$ cat src/rtl/spike_readout_acc.sv
// Output-spike readout: drains the fall-through spike FIFO into saturating per-class
// counters, then scans them one class per cycle to find the predicted class.
module spike_readout_acc #(
  parameter int ID_W        = 4,
  parameter int NUM_CLASSES = 10,
  parameter int CNT_W       = 8
) (
  input  logic             clk,
  input  logic             rst_n,
  input  logic             start,
  input  logic             frame_end,
  input  logic             fifo_empty,
  input  logic [ID_W-1:0]  fifo_rd_data,
  output logic             fifo_pop,
  input  logic [ID_W-1:0]  cnt_rd_idx,
  output logic [CNT_W-1:0] cnt_rd_data,
  output logic             busy,
  output logic             done,
  output logic [ID_W-1:0]  pred_class,
  output logic [CNT_W-1:0] pred_count,
  output logic             invalid_id_err,
  output logic             sat_err
);

  localparam int               IDX_W    = $clog2(NUM_CLASSES + 1);
  localparam logic [ID_W:0]    NUM_CLS  = (ID_W + 1)'(NUM_CLASSES);
  localparam logic [IDX_W-1:0] LAST_IDX = IDX_W'(NUM_CLASSES - 1);

  typedef enum logic [1:0] {
    S_IDLE,
    S_COLLECT,
    S_ARGMAX,
    S_DONE
  } state_t;

  state_t           state, state_nxt;
  logic [CNT_W-1:0] cnt_mem [NUM_CLASSES];
  logic             frame_pending;
  logic [IDX_W-1:0] scan_idx;
  logic [ID_W-1:0]  best_idx, best_idx_nxt;
  logic [CNT_W-1:0] best_cnt, best_cnt_nxt;
  logic             id_valid;
  logic             rd_valid;
  logic [CNT_W:0]   inc_res;

  // Returns {saturated, next value}; a saturated counter holds its value.
  function automatic logic [CNT_W:0] sat_inc(input logic [CNT_W-1:0] v);
    if (&v) return {1'b1, v};
    return {1'b0, v + CNT_W'(1)};
  endfunction

  assign id_valid = ({1'b0, fifo_rd_data} < NUM_CLS);
  assign rd_valid = ({1'b0, cnt_rd_idx} < NUM_CLS);
  assign inc_res  = sat_inc(cnt_mem[fifo_rd_data]);
  assign busy     = (state == S_COLLECT) || (state == S_ARGMAX);
  assign done     = (state == S_DONE);

  // Strict compare keeps the lowest index on ties.
  always_comb begin
    best_idx_nxt = best_idx;
    best_cnt_nxt = best_cnt;
    if (cnt_mem[scan_idx] > best_cnt) begin
      best_idx_nxt = ID_W'(scan_idx);
      best_cnt_nxt = cnt_mem[scan_idx];
    end
  end

  always_comb begin
    state_nxt = state;
    fifo_pop  = 1'b0;
    if (start) begin
      state_nxt = S_COLLECT;
    end else begin
      case (state)
        S_COLLECT: begin
          fifo_pop = rst_n && !fifo_empty;
          if ((frame_pending || frame_end) && fifo_empty) state_nxt = S_ARGMAX;
        end
        S_ARGMAX: if (scan_idx == LAST_IDX) state_nxt = S_DONE;
        default: ;
      endcase
    end
  end

  always_ff @(posedge clk) begin
    if (!rst_n) state <= S_IDLE;
    else        state <= state_nxt;
  end

  always_ff @(posedge clk) begin
    if (!rst_n) begin
      for (int i = 0; i < NUM_CLASSES; i++) cnt_mem[i] <= '0;
      frame_pending  <= 1'b0;
      scan_idx       <= '0;
      best_idx       <= '0;
      best_cnt       <= '0;
      pred_class     <= '0;
      pred_count     <= '0;
      invalid_id_err <= 1'b0;
      sat_err        <= 1'b0;
      cnt_rd_data    <= '0;
    end else begin
      cnt_rd_data <= rd_valid ? cnt_mem[cnt_rd_idx] : '0;
      if (start) begin
        for (int i = 0; i < NUM_CLASSES; i++) cnt_mem[i] <= '0;
        frame_pending  <= 1'b0;
        scan_idx       <= '0;
        best_idx       <= '0;
        best_cnt       <= '0;
        pred_class     <= '0;
        pred_count     <= '0;
        invalid_id_err <= 1'b0;
        sat_err        <= 1'b0;
      end else begin
        case (state)
          S_COLLECT: begin
            if (!fifo_empty) begin
              if (id_valid) begin
                cnt_mem[fifo_rd_data] <= inc_res[CNT_W-1:0];
                if (inc_res[CNT_W]) sat_err <= 1'b1;
              end else begin
                invalid_id_err <= 1'b1;
              end
            end
            if (state_nxt == S_ARGMAX) begin
              frame_pending <= 1'b0;
              scan_idx      <= '0;
              best_idx      <= '0;
              best_cnt      <= '0;
            end else if (frame_end) begin
              frame_pending <= 1'b1;
            end
          end
          S_ARGMAX: begin
            scan_idx <= scan_idx + IDX_W'(1);
            best_idx <= best_idx_nxt;
            best_cnt <= best_cnt_nxt;
            if (scan_idx == LAST_IDX) begin
              pred_class <= best_idx_nxt;
              pred_count <= best_cnt_nxt;
            end
          end
          default: ;
        endcase
      end
    end
  end

endmodule
$ cat config.mk
export PLATFORM = sky130hd
export DESIGN_NAME = spike_readout_acc
export DESIGN_NICKNAME = d
export VERILOG_FILES = /design/src/rtl/spike_readout_acc.sv
export SDC_FILE = /design/constraint.sdc
export NUM_CORES = 1
export LEC_CHECK = 0
export BUFFER_PORTS_ARGS = -buffer_cell sky130_fd_sc_hd__buf_2
export CAP_MARGIN = 10
export CORE_MARGIN = 5
export CORE_UTILIZATION = 45
export DETAILED_ROUTE_END_ITERATION = 7
export SLEW_MARGIN = 10
export SYNTH_ARGS = -nofsm -noshare
export SYNTH_HDL_FRONTEND = slang
export SYNTH_SLANG_ARGS = --single-unit
export TNS_END_PERCENT = 30
$ cat constraint.sdc
create_clock -name clk -period 7.6 [get_ports clk]
set_input_delay 0.38 -clock clk [delete_from_list [all_inputs] [get_ports clk]]
set_output_delay 0.38 -clock clk [all_outputs]
set_load 0.05 [all_outputs]
==> summary.txt <==
run status -> finished clean
critical path required time -> 7.88 ns
switching share of power -> 24.41%
Total Routed Length -> 23.29 mm
max_slew headroom -> 27.13%
Post-Synth Simple-Gate Area -> 8.109%
WL per Instance -> 23.82 µm
largest family of logic cells by synthesized area -> multiplexers
layout cells sized above 1 -> 23.70%
max-cap viol count -> 0
critical path endpoint category -> flop
Psw -> 0.0005443 W
clock share of power -> 39.7%
Worst Skew -> 0.01035 ns
CTS tree -> built
maximum vdd drop -> 158.6 µV
combinational share of power -> 10.8%
CP top delay family -> multiplexers
post-synth cell types -> 46
CP arrival -> 4.49 ns
Cell Area, Synth -> 8934 µm²
CP max FO -> 32
Cells after Synth -> 637
vias in the first global route -> 6062
Top Ports -> 38
Worst Setup EP -> pred_count[4]
Buf/Inv on CP -> 1
Setup Fix Bufs, Post-CTS -> 0
adder-cell share of the synthesized area -> 2.101%
DR vias/cell -> 5.912
GRT Total Usage -> 21.63%
power density over the cells -> 221.9 nW/µm²
mux cell area share after synthesis -> 26.47%
ant diodes -> 0
#FFs+latches synth -> 173
maximum clock path buffer count -> 2
Starting DRT DRC Count -> 613
Flop pwr share -> 49.5%
Synth async-reset ratio -> 0%
die span in y -> 150.9 µm
I/O Buffers -> 37
Synth Area in XOR/XNOR -> 0.09804%
count of warnings emitted by yosys -> 0
H-tree levels -> 4
DRT antenna net count -> 0
Tmin final -> 4.216 ns
DP Wirelength -> 15.72 mm
Clock Root Buffer -> clkbuf_16
Die Width -> 150.9 µm
EDFF count, synth -> 128
Final setup violation count -> 0
largest net degree at the start of global routing -> 36
leak pwr -> 3.777 nW
Slew Limit Fails -> 0
register area share after synthesis -> 53.11%
Setup CP Type -> flop to flop
Setup WS post-layout -> 3.384 ns
Int Pwr -> 0.001686 W
area of the core -> 19530 µm²
CTS clk-pin slew, worst paths -> 0.06 ns
number of iterations in the first detailed-routing pass -> 5
R2R setup slack -> 3.38 ns
# rows -> 51
DRC viols -> 0
via count -> 5782
Post-CTS Resized -> 0
Place WS -> 3.398 ns
CTS Buf Count -> 17
grt total ovfl -> 0
crit-path cells -> buf_4 -> mux4_2 -> mux4_2 -> ha_1 -> nor2b_1 -> o21a_1 -> o21ai_0 -> a211o_1 -> nand2_1 -> mux2i_1 -> a21oi_1
crit-path max cell delay -> 0.60 ns
DIE AREA -> 22770 µm²
Top FF cell, synth -> edfxtp_1
hold-fix buffers at CTS -> 0
setup_tns -> 0 ns
Worst Setup Start Kind -> flop
total power -> 0.002230 W
Initial Util -> 45.75%
Hold WC Path Type -> input pin to flop
initial antenna violation count -> 0
final hold violation count -> 0
Area Growth Syn to Fin -> 12.51%
worst reg-to-reg path cell count -> 11
fmax -> 237.2 MHz
CP most frequent cell -> mux4_2
Crit path depth -> 11
Final nets -> 728
Clock Sink Count -> 173
Worst-Margin Slew -> 1.088 ns
Critical-path top delay cell -> mux4_2
RSZ-0062 raised after global routing -> false
Worst-Skew Late Latency -> 0.43 ns
period utilisation layout -> 55.47%
Critical R2R Capture -> pred_count[4]
GP Congestion -> 0.8713
Compound-Gate Fraction of Synth Area -> 6.695%
first-pass GRT wire length -> 35.54 mm
Syn Area/Cell -> 14.02 µm²
==> sequential cells by signal, indices dropped and copies added, names as in the netlist, named ones only <==
name	count
best_cnt	8
sat_err	1
cnt_rd_data	8
pred_count	8
pred_class	4
best_idx	4
state	2
cnt_mem	128
frame_pending	1
scan_idx	4
invalid_id_err	1
==> how the worst min path moves through the flow <==
stage                 from     endpoint  slack (ns)  cells past startpoint
2_1_floorplan  best_idx[0]  best_idx[0]        0.44                      1
3_3_place_gp   best_idx[3]  best_idx[3]        0.45                      1
3_5_place_dp   best_idx[1]  best_idx[1]        0.46                      1
4_1_cts              start     state[0]        0.21                      2
5_1_grt              start     state[0]        0.23                      2
6_report             start     state[0]        0.23                      2
==> area by class of cell <==
class                      instances  area (µm²)
inverter                          23       86.33
sequential                       173        4746
multi-input combinational        443        4066
fill                            1706        9475
timing repair buffer              42       222.7
clock inverter                    15       172.7
tap                              265       331.6
clock buffer                      17       425.4
==> through the flow <==
step	hold WS [ns]	utilization [%]	cell area (µm²)	instances
6_report	0.2295	51.47	10050	978
5_1_grt	0.2310	51.47	10050	978
4_1_cts	0.2099	51.47	10050	978
3_5_place_dp	0.4557	48.41	9453	946
3_3_place_gp	0.4515	48.41	9453	946
2_1_floorplan	0.4412	-	9110	684
==> kinds of logic (layout without fill, tap and decap cells) <==
group | after synthesis | after routing
and+or+nand+nor | 166 | 166
muxes | 123 | 123
xor gates and xnor gates | 1 | 1
adders and majority gates | 15 | 15
AOI/OAI and AO/OA | 90 | 90
other | 1 | 48
buffers and inverters | 68 | 97
DFF | 173 | 173
==> power groups by stage <==
stage	combinational [W]	sequential [W]	clock, W
after CTS	0.000241	0.00110	0.000899
after detailed placement	0.000240	0.00112	0
after global routing	0.000261	0.00111	0.000941
final	0.000242	0.00110	0.000884
after floorplan	0.000178	0.00112	0
after global placement	0.000236	0.00112	0
==> layer usage <==
| layer | vias to the layer above | global-route usage [%] | part of all wire (%) |
|---|---|---|---|
| met2 | 236 | 36.01 | 50 |
| li1 | 2555 | - | - |
| met4 | 0 | 8.522 | 2.7 |
| met5 | - | 0 | 0 |
| met3 | 34 | 6.254 | 7.6 |
| met1 | 2957 | 26.74 | 39 |
==> worst register-to-register path, cell delays in order (launching register included) <==
cell	delay, ns
dfxtp_2	0.32
buf_4	0.55
mux4_2	0.62
mux4_2	0.56
ha_1	0.32
nor2b_1	0.15
o21a_1	0.12
o21ai_0	0.09
a211o_1	0.32
nand2_1	0.58
mux2i_1	0.34
a21oi_1	0.11
==> cell usage in the layout, fill, tap and decap left out, types with 15 or more instances in the layout <==
| master | netlist | final |
|---|---|---|
| ha_1 | 15 | 15 |
| dfxtp_1 | 45 | 44 |
| conb_1 | 1 | 48 |
| o21ai_0 | 21 | 21 |
| nor2_1 | 91 | 91 |
| nand2_1 | 35 | 35 |
| clkbuf_16 | 0 | 17 |
| mux4_2 | 88 | 88 |
| a21oi_1 | 17 | 17 |
| buf_2 | 13 | 37 |
| inv_1 | 21 | 21 |
| mux2i_1 | 33 | 33 |
| edfxtp_1 | 128 | 128 |
==> synthesized netlist by cell type, types with 3 or more instances <==
cell,n,share of area [%]
nor2b_1,8,0.56
nand4_1,3,0.21
mux2i_1,33,3.7
a21oi_1,17,0.95
dfxtp_1,45,10
buf_1,5,0.21
buf_2,13,0.73
edfxtp_1,128,43
inv_1,21,0.88
o2bb2ai_1,8,0.78
o22ai_1,10,0.70
nor2_1,91,3.8
a32o_1,7,0.78
ha_1,15,2.1
clkbuf_1,20,0.84
nand3_1,6,0.34
nand2_1,35,1.5
and2_1,13,0.91
mux4_2,88,22
o21ai_0,21,1.2
a22oi_1,13,1.1
buf_4,6,0.50
Note: power is estimated with default switching activity, not from simulation.
